--- config.mk ---
export PLATFORM = sky130hd
export DESIGN_NAME = mul_arbiter
export DESIGN_NICKNAME = d
export VERILOG_FILES = /design/src/rtl/mul_pkg.sv /design/src/rtl/mul.sv /design/src/rtl/mul_arbiter_rr_arb2.sv /design/src/rtl/mul_arbiter.sv
export SDC_FILE = /design/constraint.sdc
export NUM_CORES = 1
export LEC_CHECK = 0
export BUFFER_PORTS_ARGS = -buffer_cell sky130_fd_sc_hd__buf_2
export CAP_MARGIN = 20
export CORE_MARGIN = 4
export CORE_UTILIZATION = 50
export CTS_CLUSTER_SIZE = 8
export DETAILED_ROUTE_END_ITERATION = 10
export PLACE_DENSITY = 0.71
export SYNTH_ARGS = -nofsm -noshare
export SYNTH_HDL_FRONTEND = slang
export SYNTH_SLANG_ARGS = --single-unit
export TNS_END_PERCENT = 1
--- constraint.sdc ---
create_clock -name clk -period 16.5 [get_ports clk]
set_clock_uncertainty 0.05 [all_clocks]
set_input_delay 1.65 -clock clk [delete_from_list [all_inputs] [get_ports clk]]
set_output_delay 1.65 -clock clk [all_outputs]
set_load 0.01 [all_outputs]
--- src/rtl/mul_pkg.sv ---
// Shared types and constants for the shared-multiplier arbiter.
// Every block that works on the arbiter state or the request owner uses these types.
package mul_pkg;
  localparam int MUL_W  = 16;
  localparam int MUL_PW = 32;

  typedef enum logic [1:0] {
    IDLE,
    EXEC,
    RESP
  } mul_arb_state_t;

  typedef logic mul_owner_t;
endpackage

--- src/rtl/mul.sv ---
// Combinational unsigned multiplier, full 2*W-bit product.
module mul import mul_pkg::*; #(
  parameter int W = MUL_W
) (
  input  logic [W-1:0]   inp1,
  input  logic [W-1:0]   inp2,
  output logic [2*W-1:0] mulo
);
  assign mulo = {{W{1'b0}}, inp1} * {{W{1'b0}}, inp2};
endmodule

--- src/rtl/mul_arbiter_rr_arb2.sv ---
// Two-way round-robin grant. The caller holds the last_grant pointer;
// when both requesters are valid, the one that did not win last time gets the grant.
module rr_arb2 import mul_pkg::*; (
  input  logic       valid0,
  input  logic       valid1,
  input  mul_owner_t last_grant,
  output logic       grant_valid,
  output mul_owner_t grant
);
  always_comb begin
    grant_valid = valid0 | valid1;
    if (valid0 && valid1) grant = ~last_grant;
    else                  grant = valid1;
  end
endmodule

--- src/rtl/mul_arbiter.sv ---
// Shares one combinational multiplier between two requesters.
// Requests are granted round-robin; the FSM walks IDLE -> EXEC -> RESP.
// Valid/ready: a transfer happens on a rising edge where valid and ready are both 1.
// A requester holds valid and its payload stable until ready; ready never depends on rsp_ready.
module mul_arbiter import mul_pkg::*; #(
  parameter int W    = MUL_W,
  parameter int CNTW = 8
) (
  input  logic           clk,
  input  logic           rst,
  input  logic           req0_valid,
  output logic           req0_ready,
  input  logic [W-1:0]   req0_a,
  input  logic [W-1:0]   req0_b,
  input  logic           req1_valid,
  output logic           req1_ready,
  input  logic [W-1:0]   req1_a,
  input  logic [W-1:0]   req1_b,
  output logic           rsp0_valid,
  input  logic           rsp0_ready,
  output logic           rsp1_valid,
  input  logic           rsp1_ready,
  output logic [2*W-1:0] rsp_prod,
  output logic           rsp_ovf,
  output logic           busy,
  output logic [CNTW-1:0] ovf_cnt
);
  mul_arb_state_t state, next_state;
  mul_owner_t     owner, last_grant, grant;
  logic           grant_valid, rsp_take;
  logic [W-1:0]   op_a, op_b;
  logic [2*W-1:0] product;

  rr_arb2 u_arb (
    .valid0      (req0_valid),
    .valid1      (req1_valid),
    .last_grant  (last_grant),
    .grant_valid (grant_valid),
    .grant       (grant)
  );

  // Multiplier sees only the registered operands, so requester ports may change after accept.
  mul #(.W(W)) u_mul (
    .inp1 (op_a),
    .inp2 (op_b),
    .mulo (product)
  );

  assign rsp_take = (owner == 1'b0) ? rsp0_ready : rsp1_ready;
  assign busy     = (state != IDLE);

  always_comb begin
    next_state = state;
    req0_ready = 1'b0;
    req1_ready = 1'b0;
    rsp0_valid = 1'b0;
    rsp1_valid = 1'b0;
    case (state)
      IDLE: begin
        if (grant_valid) begin
          next_state = EXEC;
          req0_ready = (grant == 1'b0);
          req1_ready = (grant == 1'b1);
        end
      end
      EXEC: next_state = RESP;
      RESP: begin
        rsp0_valid = (owner == 1'b0);
        rsp1_valid = (owner == 1'b1);
        if (rsp_take) next_state = IDLE;
      end
      default: next_state = IDLE;
    endcase
  end

  always_ff @(posedge clk) begin
    if (rst) begin
      state      <= IDLE;
      owner      <= 1'b0;
      last_grant <= 1'b1;
      op_a       <= '0;
      op_b       <= '0;
      rsp_prod   <= '0;
      rsp_ovf    <= 1'b0;
      ovf_cnt    <= '0;
    end else begin
      state <= next_state;
      if (state == IDLE && grant_valid) begin
        owner      <= grant;
        last_grant <= grant;
        op_a       <= grant ? req1_a : req0_a;
        op_b       <= grant ? req1_b : req0_b;
      end
      if (state == EXEC) begin
        rsp_prod <= product;
        rsp_ovf  <= |product[2*W-1:W];
      end
      // Saturating count of overflowed products, bumped only when the owner takes one.
      if (state == RESP && rsp_take && rsp_ovf && (ovf_cnt != {CNTW{1'b1}}))
        ovf_cnt <= ovf_cnt + 1'b1;
    end
  end
endmodule

==> flow_metrics.env, run 1 <==
export IMPL_tightest_slew_ns=0.8642
export IMPL_io_pins=116
export IMPL_syn_nets=1732
export IMPL_peakVddDrop_mv=0.05342
export IMPL_grt_pass1_wl_um=49120
export IMPL_place_gp_congestion=0.9173
export IMPL_start_util_pct=50.58
export IMPL_finalCritPeriodShare_pct=42.00
export IMPL_reg2reg_depth=19
export IMPL_critical_path_class="register to register"
export IMPL_cp_num_buf_inv=3
export IMPL_core_area_mm2=0.02340
export IMPL_nNetsFinal=1797
export IMPL_first_pass_iters=5
export IMPL_powerDensity_mw_per_mm2=83.27
export IMPL_htreeDepth=3
export IMPL_async_reset_ff_share_pct=0
export IMPL_dieArea_mm2=0.02620
export IMPL_min_from="rsp_prod[4]$_SDFFE_PP0N_"
export IMPL_synth_top_area_share_pct=32.81
export IMPL_cpPeakStageDelay_ns=0.86
export IMPL_tritoncts="built"
export IMPL_setup_worst_path_end_class="register"
export IMPL_p_leak_uw=0.006225
export IMPL_cts_setup_buffers=0
export IMPL_die_w_um=161.9
export IMPL_slew_limit_headroom_pct=42.39
export IMPL_cp_start_kind="register"
export IMPL_status="complete, no violations"
export IMPL_clock_latency_ns=0.36
export IMPL_wl_um=29190
export IMPL_num_rows=56
export IMPL_synth_seq_cells=77
export IMPL_synth_fa_ha_area_share_pct=43.91
export IMPL_finalHoldViolCount=0
export IMPL_synthXorXnorAreaFrac_pct=1.406
export IMPL_root_buffer="clkbuf_16"
export IMPL_clock_sinks=77
export IMPL_critical_path_top_delay_family="adder cells"
export IMPL_hold_class="register to register"
export IMPL_cts_buffers=9
export IMPL_hpwlAfterDp_um=23070
export IMPL_arrival_ns=7.10
export IMPL_portBuffers=115
export IMPL_timing_hold_worst_path_depth=2
export IMPL_yosys_area_share_simple_pct=19.18
export IMPL_synth_compound_area_share_pct=10.53
export IMPL_crit_slowest_cell="dfxtp_1"
export IMPL_syn_to_final_growth_pct=9.122
export IMPL_grt_max_degree=78
export IMPL_ys_types=72
export IMPL_synth_common_cells="inv_1, nand2_1, fa_1, and2_1, ha_1"
export IMPL_grt_pass1_vias=9996
export IMPL_hold_path_end="rsp_prod[4]$_SDFFE_PP0N_"
export IMPL_final_min_clock_period_ns=6.931
export IMPL_syn_inst=1363
export IMPL_viasPerCell=5.414
export IMPL_synthTopCellsByArea="fa_1, dfxtp_1, ha_1"
export IMPL_required_ns=16.67
export IMPL_clock_fmax_mhz=144.3
export IMPL_drc_errors=0
export IMPL_grt_overflow=0
export IMPL_r2r_setup_slack_ns=9.57
export IMPL_syn_area_mm2=0.01184
export IMPL_setup_viol=0
export IMPL_report_final_slew_viol_count=0
export IMPL_die_y_um=161.9
export IMPL_synth_edff_count=0
export IMPL_wire_per_inst_um=16.65
export IMPL_p_total_uw=1076
export IMPL_synthMuxAreaShare_pct=2.220
export IMPL_critPathMaxFanout=17
export IMPL_maxCapViolCount=0
export IMPL_reg2reg_from="op_b[1]$_SDFFE_PP0P_"
export IMPL_synth_most_common_cell="inv_1"
export IMPL_antenna_found_initial=1
export IMPL_cp_cell_sequence="nand2_1, fa_1, fa_1, inv_1, fa_1, fa_1, fa_1, inv_1, fa_1, inv_1, ha_1, a21oi_1, o21ai_0, or2_2, o21ai_0, xor2_1, or4b_1, nor4_1, a21oi_1"
export IMPL_r2r_end="rsp_ovf$_SDFFE_PP0N_"
export IMPL_synth_top_family_by_area="adder cells"
export IMPL_holdWs_ns=0.4105
export IMPL_syn_avg_cell_area_um2=8.685
export IMPL_ctsHoldBuffers=0
export IMPL_synth_top_area_cell="fa_1"
export IMPL_cts_buffer_depth=2
export IMPL_drive_gt1_share_pct=11.37
export IMPL_cts_resized=0
export IMPL_vias=9491
export IMPL_clk_pin_slew_ns=0.07
export IMPL_first_iter_violations=501
export IMPL_ys_flop_type="dfxtp_1"
export IMPL_ant_nets=0
export IMPL_rsz0062_at_grt="false"
export IMPL_grt_usage_pct=23.02
export IMPL_yosysWarnings=0
export IMPL_synth_seq_area_share_pct=13.02
export IMPL_tns_ns=0
export IMPL_critPathMostFrequentCell="fa_1"
==> logic make-up (layout without fill, tap and decap cells) <==
family,count (synthesis),in the layout
AOI/OAI and AO/OA,175,175
xor gates and xnor gates,19,19
adders and majority gates,299,299
buffers and inverters,301,371
DFF,77,77
muxes,26,26
other,0,1
and+or+nand+nor,466,466
==> layout make-up <==
type | count | area (um2)
clock inverters | 7 | 68.82
well taps | 319 | 399.1
multi-input cells | 985 | 9165
inverters | 233 | 874.6
diodes | 1 | 2.502
clock buffers | 9 | 225.2
repair buffers | 122 | 640.6
fillers | 2187 | 10490
flip-flops and latches | 77 | 1541
==> cells in the final DEF (no fill, tap or decap), drive strengths merged, types with 8 or more instances in the layout <==
| cell type | instances |
|---|---|
| inv | 236 |
| nand2 | 199 |
| fa | 194 |
| and2 | 126 |
| buf | 122 |
| ha | 105 |
| dfxtp | 77 |
| nor2 | 69 |
| a21oi | 59 |
| a211oi | 27 |
| mux2i | 24 |
| o21ai | 19 |
| nand3 | 15 |
| a222oi | 11 |
| xor2 | 11 |
| a21o | 10 |
| clkbuf | 9 |
| nor2b | 9 |
| o21a | 8 |
| nor3 | 8 |
| xnor2 | 8 |
| o2111ai | 8 |
==> flip-flops by register name (all words and copies together) (netlist names) <==
signal,cells
op_a,16
state,2
owner,1
op_b,16
ovf_cnt,8
rsp_ovf,1
last_grant,1
rsp_prod,32
==> worst reg2reg max path, delay by kind of cell, from the launching register on <==
kind / cells / cell delay [ns]
AO/OA/AOI/OAI: 4 / 0.69
flip-flops: 1 / 0.86
adder cells (fa/ha/maj): 7 / 3.45
AND/OR/NAND/NOR: 4 / 1.27
XOR/XNOR: 1 / 0.34
buffers and inverters: 3 / 0.15
==> worst max-delay path by stage <==
stage	startpoint	end	slack (ns)	depth (start not counted)
CTS	op_b[1]$_SDFFE_PP0P_	rsp_ovf$_SDFFE_PP0N_	9.61	19
detailed placement	op_b[1]$_SDFFE_PP0P_	rsp_ovf$_SDFFE_PP0N_	9.66	19
finish	op_b[1]$_SDFFE_PP0P_	rsp_ovf$_SDFFE_PP0N_	9.57	19
floorplan	op_b[7]$_SDFFE_PP0P_	rsp_ovf$_SDFFE_PP0N_	10.25	23
global route	op_b[1]$_SDFFE_PP0P_	rsp_ovf$_SDFFE_PP0N_	9.23	20
global placement	op_b[1]$_SDFFE_PP0P_	rsp_ovf$_SDFFE_PP0N_	9.70	19
==> metrics by stage <==
stage               cells  utilization, %  instance area [um2]  worst slack (ns)
floorplan            1363               -                11840             10.25
global placement     1735           53.84                12600             9.703
detailed placement   1735           53.84                12600             9.658
CTS                  1751           55.10                12890             9.608
global route         1753           55.20                12920             9.229
finish               1753           55.20                12920             9.569
==> metal layers <==
metal	track usage, %	part of all wire (%)	routed length [um]
met1	29.77	43	12470
met2	40.24	50	14670
met3	3.375	4.7	1377
met4	6.882	2.3	671
met5	0	0	0
==> power by group <==
group | switching [uW] | total (uW) | internal (uW) | leakage (uW)
clock | 102 | 208 | 106 | 0.000137
sequential | 59.2 | 266 | 206 | 0.000631
combinational | 356 | 602 | 245 | 0.00546
total | 518 | 1080 | 558 | 0.00622
Note: power is estimated with default switching activity, not from simulation.
==> run 2, diff against run 1 <==
clock period = 6.56 ns   (was 16.5 ns; I/O delays follow)
==> run 2 against run 1 <==
Compared with the run above:
- highest routed layer unchanged
- setup slack worse by 9.3 ns
- clock power grew to 2.7 times the previous value
- die area stayed put
- largest power group unchanged
- sequential share of layout area is 0.30 points lower
==> flow_metrics.env, run 2 (synthesis results as in run 1) <==
export IMPL_largest_reg_flops=32
export IMPL_arrival_ns=6.51
export IMPL_place_area_mm2=0.01309
export IMPL_r2r_setup_slack_ns=0.24
export IMPL_syn_to_final_growth_pct=14.18
export IMPL_htreeDepth=3
export IMPL_grt_usage_pct=23.84
export IMPL_reg2reg_depth=23
export IMPL_mostFrequentLayoutCells="inv_1, nand2_1, fa_1"
export IMPL_finalCritPeriodShare_pct=96.33
export IMPL_num_rows=56
export IMPL_place_gp_congestion=0.8919
export IMPL_finalHoldViolCount=0
export IMPL_p_leak_uw=0.006587
export IMPL_final_common_cell="inv_1"
export IMPL_wire_per_inst_um=16.60
export IMPL_critPathMaxFanout=13
export IMPL_report_final_slew_viol_count=0
export IMPL_clock_sinks=77
export IMPL_required_ns=6.75
export IMPL_nFillCells=2111
export IMPL_grt_overflow=0
export IMPL_antenna_found_initial=0
export IMPL_start_util_pct=50.58
export IMPL_cpPeakStageDelay_ns=0.53
export IMPL_cp_cell_sequence="buf_4, and2_1, fa_1, inv_1, fa_1, inv_1, fa_1, fa_1, fa_1, inv_1, fa_1, inv_1, ha_1, a21oi_1, a21oi_1, nor2b_1, a211oi_2, buf_4, or3b_2, nand3_1, o2111ai_1, nor4_1, a21oi_1"
export IMPL_vias=9777
export IMPL_core_area_mm2=0.02340
export IMPL_setup_worst_path_end_class="register"
export IMPL_reg2reg_from="op_a[10]$_SDFFE_PP0P_"
export IMPL_drc_errors=0
export IMPL_powerDensity_mw_per_mm2=216.0
export IMPL_first_pass_iters=8
export IMPL_crit_slowest_cell="fa_1"
export IMPL_cp_endpoint="rsp_ovf$_SDFFE_PP0N_"
export IMPL_critPathMostFrequentCell="fa_1"
export IMPL_nNetsFinal=1862
export IMPL_multi_input_area_mm2=0.009205
export IMPL_clk_pin_slew_ns=0.08
export IMPL_hold_class="register to register"
export IMPL_min_from="rsp_prod[0]$_SDFFE_PP0N_"
export IMPL_setup_viol=0
export IMPL_grt_pass1_vias=10150
export IMPL_dieArea_mm2=0.02620
export IMPL_peakVddDrop_mv=0.1721
export IMPL_status="complete, no violations"
export IMPL_tightest_slew_ns=1.101
export IMPL_portBuffers=115
export IMPL_critical_path_class="register to register"
export IMPL_seq_area_mm2=0.001573
export IMPL_clock_latency_ns=0.36
export IMPL_drive_gt1_share_pct=17.22
export IMPL_slew_limit_headroom_pct=26.30
export IMPL_clock_fmax_mhz=158.2
export IMPL_tritoncts="built"
export IMPL_top_regs="rsp_prod x32, op_a x16, op_b x16"
export IMPL_grt_max_degree=78
export IMPL_wl_um=30160
export IMPL_maxCapViolCount=0
export IMPL_startpoint="op_a[10]$_SDFFE_PP0P_"
export IMPL_cp_start_kind="register"
export IMPL_die_w_um=161.9
export IMPL_tns_ns=0
export IMPL_final_area_mm2=0.01352
export IMPL_die_y_um=161.9
export IMPL_cts_buffers=9
export IMPL_final_min_clock_period_ns=6.319
export IMPL_cts_buffer_depth=2
export IMPL_io_pins=116
export IMPL_viasPerCell=5.381
export IMPL_root_buffer="clkbuf_16"
export IMPL_hpwlAfterDp_um=24560
export IMPL_r2r_end="rsp_ovf$_SDFFE_PP0N_"
export IMPL_holdWs_ns=0.4095
export IMPL_p_total_uw=2919
export IMPL_grt_pass1_wl_um=50660
export IMPL_first_iter_violations=653
export IMPL_ant_nets=0
export IMPL_regMostFlops="rsp_prod"
export IMPL_n_antenna_cell=0
## run 2: cell count changes in the layout (fill, tap and decap cells not counted), sizes merged
| cell | before | now |
|---|---|---|
| buf | 122 | 187 |
| bufinv | 0 | 1 |
| inv | 236 | 238 |
| diode | 1 | 0 |
| clkinvlp | 2 | 1 |
| clkinv | 2 | 0 |
## run 2: worst min path at each step
stage,endpoint,slack [ns],depth (start not counted)
after CTS,rsp_prod[19]$_SDFFE_PP0N_,0.41,2
after global placement,rsp_prod[0]$_SDFFE_PP0N_,0.39,2
after global routing,rsp_prod[4]$_SDFFE_PP0N_,0.42,2
after detailed placement,rsp_prod[29]$_SDFFE_PP0N_,0.40,2
final,rsp_prod[0]$_SDFFE_PP0N_,0.41,2
after floorplan,last_grant$_SDFFE_PP1P_,0.39,1
## run 2: critical path, delay by kind of cell, from the launching register on
family,cells,cell delay [ns]
adders and majority gates,7,3.34
AOI/OAI and AO/OA,5,0.66
buffers and inverters,6,0.53
and+or+nand+nor,5,1.20
DFF,1,0.41
## run 2: where the power goes
part,total (uW),internal [uW],switching (uW)
Sequential,618,523,95.5
Combinational,1730,743,991
Clock,567,305,262
## run 2: layout make-up
type                    count  share of cell area (%)
multi-input cells         985                   68.10
flip-flops and latches     77                   11.64
repair buffers            187                   8.535
inverters                 233                   6.470
well taps                 319                   2.953
clock buffers               9                   1.666
clock inverters             7                  0.6387
## run 2: timing repair
action	4_1_cts	5_1_grt
setup endpoints to repair	1	5
gates resized for setup	4	30
buffers inserted	0	3
hold buffers	0	0
pin swaps	0	4
## run 2: layer usage
layer  vias up  part of all wire [%]  track usage [%]
li1       4568                     -                -
met1      4876                    42            31.59
met2       287                    50            41.19
met3        46                   5.3            3.476
met4         0                   2.1            6.344
met5         -                     0                0
## run 2: per-stage QoR
step	cells	worst slack, ns	utilization (%)
finish	1817	0.2406	57.76
CTS	1813	0.01225	57.29
global placement	1797	0.05805	55.94
global route	1817	-0.02256	57.76
floorplan	1363	0.3122	-
detailed placement	1797	-0.02020	55.94
